### config.mk
export PLATFORM = sky130hd
export DESIGN_NAME = tff_period_meter_flat
export DESIGN_NICKNAME = d
export VERILOG_FILES = /design/src/rtl/tff_meter_pkg.sv /design/src/rtl/tff_period_meter_if.sv /design/src/rtl/sync_edge_det.sv /design/src/rtl/tff_period_meter.sv /design/src/flat_wrapper.sv
export SDC_FILE = /design/constraint.sdc
export NUM_CORES = 1
export LEC_CHECK = 0
export ABC_AREA = 1
export BUFFER_PORTS_ARGS = -buffer_cell sky130_fd_sc_hd__buf_2
export CORE_MARGIN = 2
export CORE_UTILIZATION = 59
export DETAILED_ROUTE_END_ITERATION = 6
export PLACE_DENSITY = 0.8
export SYNTH_ARGS = -nofsm -noshare
export SYNTH_HDL_FRONTEND = slang
export SYNTH_SLANG_ARGS = --single-unit
### constraint.sdc
create_clock -name CLK -period 2.25 [get_ports CLK]
set_input_delay 0.1125 -clock CLK [delete_from_list [all_inputs] [get_ports CLK]]
set_output_delay 0.1125 -clock CLK [all_outputs]
set_load 0.02 [all_outputs]
### src/rtl/tff_meter_pkg.sv
// Shared types and limits for the toggle period meter.
package tff_meter_pkg;

    typedef enum logic [1:0] {
        IDLE,
        ARM,
        MEAS_HI,
        MEAS_LO
    } state_t;

    localparam int unsigned SYNC_STAGES_MIN = 2;
    localparam int unsigned SYNC_STAGES_MAX = 4;

    // Keeps the synchronizer depth inside the supported range.
    function automatic int unsigned sync_depth(input int unsigned req);
        if (req < SYNC_STAGES_MIN) return SYNC_STAGES_MIN;
        if (req > SYNC_STAGES_MAX) return SYNC_STAGES_MAX;
        return req;
    endfunction

endpackage

### src/rtl/tff_period_meter_if.sv
// Result port of the period meter: valid/ready with period, high time and timeout tag.
interface tff_period_meter_if #(
    parameter int unsigned CNT_W = 16
);
    logic             O_VALID;
    logic             O_READY;
    logic [CNT_W-1:0] O_PERIOD;
    logic [CNT_W-1:0] O_HIGH;
    logic             O_TIMEOUT;

    modport master (
        output O_VALID,
        output O_PERIOD,
        output O_HIGH,
        output O_TIMEOUT,
        input  O_READY
    );

    modport slave (
        input  O_VALID,
        input  O_PERIOD,
        input  O_HIGH,
        input  O_TIMEOUT,
        output O_READY
    );
endinterface

### src/rtl/sync_edge_det.sv
// Synchronizes an asynchronous level into CLK and produces single-cycle edge pulses.
module sync_edge_det
    import tff_meter_pkg::*;
#(
    parameter int unsigned SYNC_STAGES = 2
) (
    input  logic CLK,
    input  logic RST,
    input  logic D,
    output logic LEVEL,
    output logic RISE,
    output logic FALL
);

    localparam int unsigned DEPTH = sync_depth(SYNC_STAGES);

    logic [DEPTH-1:0] sync;
    logic             hist;

    // Synchronizer chain followed by one history flop for edge detection.
    always_ff @(posedge CLK or negedge RST) begin
        if (!RST) begin
            sync <= '0;
            hist <= 1'b0;
        end else begin
            sync <= {sync[DEPTH-2:0], D};
            hist <= sync[DEPTH-1];
        end
    end

    assign LEVEL = sync[DEPTH-1];
    assign RISE  = sync[DEPTH-1] & ~hist;
    assign FALL  = ~sync[DEPTH-1] & hist;

endmodule

### src/rtl/tff_period_meter.sv
// Measures high time and period of a toggling input in CLK cycles and
// hands each measurement (or timeout record) out through a one-deep result register.
module tff_period_meter
    import tff_meter_pkg::*;
#(
    parameter int unsigned CNT_W       = 16,
    parameter int unsigned SYNC_STAGES = 2
) (
    input  logic                CLK,
    input  logic                RST,
    input  logic                T_IN,
    input  logic                EN,
    tff_period_meter_if.master  res,
    output logic                O_OVF
);

    typedef struct packed {
        logic [CNT_W-1:0] period;
        logic [CNT_W-1:0] high;
        logic             timeout;
    } result_t;

    localparam logic [CNT_W-1:0] CNT_MAX = '1;
    localparam logic [CNT_W-1:0] CNT_ONE = {{(CNT_W-1){1'b0}}, 1'b1};

    logic             level;
    logic             rise;
    logic             fall;

    state_t           state;
    state_t           state_n;
    logic [CNT_W-1:0] cnt;
    logic [CNT_W-1:0] cnt_n;
    logic [CNT_W-1:0] hi;
    logic [CNT_W-1:0] hi_n;
    logic             emit;
    result_t          emit_res;

    result_t          held;
    logic             valid;
    logic             ovf;

    sync_edge_det #(
        .SYNC_STAGES(SYNC_STAGES)
    ) u_sync (
        .CLK   (CLK),
        .RST   (RST),
        .D     (T_IN),
        .LEVEL (level),
        .RISE  (rise),
        .FALL  (fall)
    );

    // State, running counter and captured high time.
    always_ff @(posedge CLK or negedge RST) begin
        if (!RST) begin
            state <= IDLE;
            cnt   <= '0;
            hi    <= '0;
        end else begin
            state <= state_n;
            cnt   <= cnt_n;
            hi    <= hi_n;
        end
    end

    // Next-state, counter updates and result emission.
    always_comb begin
        state_n  = state;
        cnt_n    = cnt;
        hi_n     = hi;
        emit     = 1'b0;
        emit_res = '0;
        if (!EN) begin
            state_n = IDLE;
            cnt_n   = '0;
            hi_n    = '0;
        end else begin
            unique case (state)
                IDLE: state_n = ARM;
                ARM: begin
                    if (rise && level) begin
                        state_n = MEAS_HI;
                        cnt_n   = CNT_ONE;
                        hi_n    = '0;
                    end
                end
                MEAS_HI: begin
                    if (fall) begin
                        state_n = MEAS_LO;
                        hi_n    = cnt;
                        cnt_n   = (cnt == CNT_MAX) ? cnt : cnt + CNT_ONE;
                    end else if (cnt == CNT_MAX) begin
                        emit     = 1'b1;
                        emit_res = '{period: CNT_MAX, high: '0, timeout: 1'b1};
                        state_n  = ARM;
                        cnt_n    = '0;
                        hi_n     = '0;
                    end else begin
                        cnt_n = cnt + CNT_ONE;
                    end
                end
                MEAS_LO: begin
                    // The closing rise also opens the next period, so measurement is gapless.
                    if (rise) begin
                        emit     = 1'b1;
                        emit_res = '{period: cnt, high: hi, timeout: 1'b0};
                        state_n  = MEAS_HI;
                        cnt_n    = CNT_ONE;
                        hi_n     = '0;
                    end else if (cnt == CNT_MAX) begin
                        emit     = 1'b1;
                        emit_res = '{period: CNT_MAX, high: hi, timeout: 1'b1};
                        state_n  = ARM;
                        cnt_n    = '0;
                        hi_n     = '0;
                    end else begin
                        cnt_n = cnt + CNT_ONE;
                    end
                end
                default: state_n = IDLE;
            endcase
        end
    end

    // One-deep result holding register with sticky overflow.
    always_ff @(posedge CLK or negedge RST) begin
        if (!RST) begin
            held  <= '0;
            valid <= 1'b0;
            ovf   <= 1'b0;
        end else begin
            if (emit) begin
                if (!valid || res.O_READY) begin
                    held  <= emit_res;
                    valid <= 1'b1;
                end else begin
                    ovf <= 1'b1;
                end
            end else if (valid && res.O_READY) begin
                valid <= 1'b0;
            end
            if (!EN) begin
                ovf <= 1'b0;
            end
        end
    end

    assign res.O_VALID   = valid;
    assign res.O_PERIOD  = held.period;
    assign res.O_HIGH    = held.high;
    assign res.O_TIMEOUT = held.timeout;
    assign O_OVF         = ovf;

endmodule
### src/flat_wrapper.sv
// flat-port wrapper written by rule: the top's interface ports become plain ports
module tff_period_meter_flat import tff_meter_pkg::*;
#(
    parameter int unsigned CNT_W       = 16,
    parameter int unsigned SYNC_STAGES = 2
)
  (CLK, RST, T_IN, EN, O_OVF, res_O_VALID, res_O_PERIOD, res_O_HIGH, res_O_TIMEOUT, res_O_READY);
  tff_period_meter_if #(.CNT_W(CNT_W)) res_i ();
  input  logic CLK;
  input  logic RST;
  input  logic T_IN;
  input  logic EN;
  output logic O_OVF;
  output wire logic [$bits(res_i.O_VALID)-1:0] res_O_VALID;
  output wire logic [$bits(res_i.O_PERIOD)-1:0] res_O_PERIOD;
  output wire logic [$bits(res_i.O_HIGH)-1:0] res_O_HIGH;
  output wire logic [$bits(res_i.O_TIMEOUT)-1:0] res_O_TIMEOUT;
  input wire logic [$bits(res_i.O_READY)-1:0] res_O_READY;
  assign res_O_VALID = res_i.O_VALID;
  assign res_O_PERIOD = res_i.O_PERIOD;
  assign res_O_HIGH = res_i.O_HIGH;
  assign res_O_TIMEOUT = res_i.O_TIMEOUT;
  assign res_i.O_READY = res_O_READY;
  tff_period_meter #(.CNT_W(CNT_W), .SYNC_STAGES(SYNC_STAGES)) u_core (.CLK(CLK), .RST(RST), .T_IN(T_IN), .EN(EN), .res(res_i), .O_OVF(O_OVF));
endmodule
==> results.md <==
* Psw at 941.0 uW
* Setup Skew at 0.008790 ns
* Hold Crit Class: input port to flop
* Max-cap violations at 0
* Required @ worst endpoint at 2.49 ns
* H-tree Lvls at 3
* Dpl hpwl at 6312 um
* CP max stage cell: dfrtp_1
* Worst setup SP type: flop
* RSZ-0062 raised after global routing: no
* Routed WL per cell at 14.70 um
* Mux cell area share after synthesis at 0%
* Leakage at 2.107 nW
* Area grow syn2layout at 13.32%
* Largest net degree at the start of global routing at 67
* Slew HR at 58.61%
* Global-route wire length before repair at 14900 um
* Clock network fraction of total power at 31.6%
* Nets at 531
* Layout cells sized above 1 at 20.75%
* Max Transition Viols Final at 0
* Grt total ovfl at 0
* Largest family of logic cells by synthesized area: simple AND/OR/NAND/NOR gates
* Vias at 3376
* Hold slack at 0.04245 ns
* Area share of the largest cell type after synthesis at 47.71%
* # IOs at 40
* Peak supply drop at 405.4 uV
* CTS sink cnt at 72
* Die span in y at 84 um
* Post-synth top area cell: dfrtp_1
* Synthesized area per cell at 7.883 um2
* WP data arrival at 2.20 ns
* Remaining DRCs at 0
* Status: finished clean
* Final Hold Fails at 0
* Root Buffer: clkbuf_8
* Sequential share of the synthesized area at 47.71%
* Die Area at 7056 um2
* Core footprint at 6277 um2
* Pre-antenna DRT Iters at 4
* Setup TNS Final at 0 ns
* Power Density at 682.2 nW/um2
* Crit. End Element: flop
* Yosys cell types at 31
* Tmin final at 1.961 ns
* Crit Path Class: flop to flop
* Synth warn at 0
* Post-Synth XOR/XNOR Area at 1.392%
* Internal power at 1.978 mW
* DR iter-0 viols at 275
* Crit-path max FO at 66
* Part of the power in registers at 48.8%
* Total track usage at 26.89%
* Max Buffers Root-to-Sink at 2
* Setup violations, final at 0
* Post-Synth Simple-Gate Area at 27.77%
* Worst-path clk slew at 0.08 ns
* TritonCTS Buffers at 9
* FF+latch count, synth at 72
* Maximum clock frequency at 0.5099 GHz
* Number of buffers added on ports at 39
* CP Cell Sequence: nand2_1 -> nor2_4 -> nand2_2 -> nor2_8 -> nand3_2 -> nand2_2 -> nand3_2 -> buf_12 -> nand2_1 -> o21ai_2
* Crit path largest cell delay at 0.55 ns
* CTS tree: yes
* Initial antenna violation count at 0
* Drt total wl at 8923 um
* Mean number of vias per cell at 5.562
* Worst Tran Pin Value at 0.6208 ns
* Die width at 84 um
* Largest cells by area after synthesis: dfrtp_1 48%, nand2_1 15%, o21ai_0 6.5%, nor2_1 4.6%, o21ai_2 3.2%
* Worst-Skew Late Latency at 0.35 ns
* Setup repair bufs after CTS at 0
* Syn Inst Count at 479
* GP Congestion at 0.9883
* Syn Nets at 485
* Area share of fa/ha/maj cells after synthesis at 0.3313%
* Vias in the first global route at 3090
* Compound-gate portion of the synthesized area at 15.94%
* Final Cycle Share at 87.16%
* Switch share at 32.23%
* Logic gate share of total power at 19.6%
* Synth Cell Area at 3776 um2
* # diodes at 0
* Antenna Nets Post-Route at 0
* Num rows at 29
* Initial Utilization at 60.16%
## layer usage
metal | up-vias | part of all wire [%] | wire [um] | track usage [%]
li1 | 1642 | - | - | -
met1 | 1563 | 44 | 3919 | 37.48
met2 | 144 | 45 | 4030 | 39.93
met3 | 27 | 7.4 | 658 | 6.924
met4 | 0 | 3.5 | 314 | 11.58
met5 | - | 0 | 0 | 0
## registers in the layout, summed over array words and instances (netlist names)
signal / cells
u_core.cnt: 16
u_core.hi: 16
u_core.res.O_HIGH: 16
u_core.res.O_PERIOD: 16
u_core.state: 2
u_core.u_sync.sync: 2
u_core.O_OVF: 1
u_core.res.O_TIMEOUT: 1
u_core.res.O_VALID: 1
u_core.u_sync.hist: 1
## power by group through the flow
stage / clock (mW) / sequential, mW / combinational (mW)
after global placement: 0 / 1.45 / 0.552
after CTS: 0.929 / 1.43 / 0.569
final: 0.922 / 1.43 / 0.571
after global routing: 0.981 / 1.44 / 0.634
after detailed placement: 0 / 1.45 / 0.566
after floorplan: 0 / 1.52 / 0.290
## worst max-delay path: cells and delay by family, from the launching register on
family | cells | cell delay, ns
AO/OA/AOI/OAI | 1 | 0.06
buffers and inverters | 1 | 0.21
flip-flops | 1 | 0.55
AND/OR/NAND/NOR | 8 | 1.01
## placed cells by master (no fill, tap or decap), drive strengths merged
cell / count
nand2: 162
o21ai: 84
dfrtp: 72
buf: 56
nor2: 52
inv: 33
nand3: 22
clkbuf: 11
o211ai: 6
xor2: 5
clkinv: 5
nand4: 4
a21oi: 4
o2111ai: 3
o21bai: 3
a211oi: 2
dlygate4sd3: 2
and2: 1
xnor2: 1
nor3: 1
ha: 1
## kinds of logic after synthesis
family          Yosys count
fa+ha+maj                 1
xor+xnor                  6
compound gates          102
buf+inv                  56
simple gates            242
flops                    72
## worst paths after layout
path,from,to,slack [ns],cells after the start
min in group asynchronous,RST,u_core.hi[0]$_DFFE_PN0P_,0.31,2
setup reg to reg,u_core.cnt[11]$_DFFE_PN0P_,u_core.res.O_PERIOD[1]$_DFFE_PN0P_,0.29,10
setup / recovery,u_core.cnt[11]$_DFFE_PN0P_,u_core.res.O_PERIOD[1]$_DFFE_PN0P_,0.29,10
hold / removal,EN,u_core.hi[0]$_DFFE_PN0P_,0.04,3
max in group asynchronous,RST,u_core.res.O_HIGH[4]$_DFFE_PN0P_,1.28,3
hold reg to reg,u_core.u_sync.sync[0]$_DFF_PN0_,u_core.u_sync.sync[1]$_DFF_PN0_,0.35,0
## area by class of cell
class                   instances  area [um2]
fillers                       528        1998
flip-flops and latches         72        1802
multi-input cells             351        1715
repair buffers                 58       367.9
clock buffers                  11       141.4
inverters                      33       123.9
well taps                      77       96.34
clock inverters                 5       32.53
## repair_timing
action | CTS | global route
endpoints found under the hold margin | 26 | 0
resized for setup | 0 | 0
hold buffers | 2 | 0
## metrics by stage
step	power (mW)	instance area (um2)	std cells	setup WS, ns	util [%]
6_report	2.919	4279	607	0.2889	68.17
5_1_grt	3.050	4279	607	0.1538	68.17
2_1_floorplan	1.810	3776	479	0.4084	-
4_1_cts	2.924	4279	607	0.2887	68.17
3_3_place_gp	1.998	4085	589	0.3888	65.08
3_5_place_dp	2.017	4085	589	0.3040	65.08
## cells in the mapped netlist
cell       count
clkbuf_1      10
nand2_1      148
a211oi_1       2
buf_4          1
inv_1         30
nand3_1       20
nand2_2       13
o211ai_1       6
nand2_4        1
nor2_1        46
nand4_1        4
inv_2          3
o2111ai_1      3
buf_2          6
nor2_8         1
buf_1          1
ha_1           1
xnor2_1        1
o21ai_0       49
o21ai_2       14
nor3_1         1
dfrtp_1       72
nor2_4         4
nand3_2        2
a21oi_1        4
and2_0         1
nor2_2         1
buf_6          5
o21bai_1       3
xor2_1         5
o21ai_1       21
Note: power is estimated with default switching activity, not from simulation.
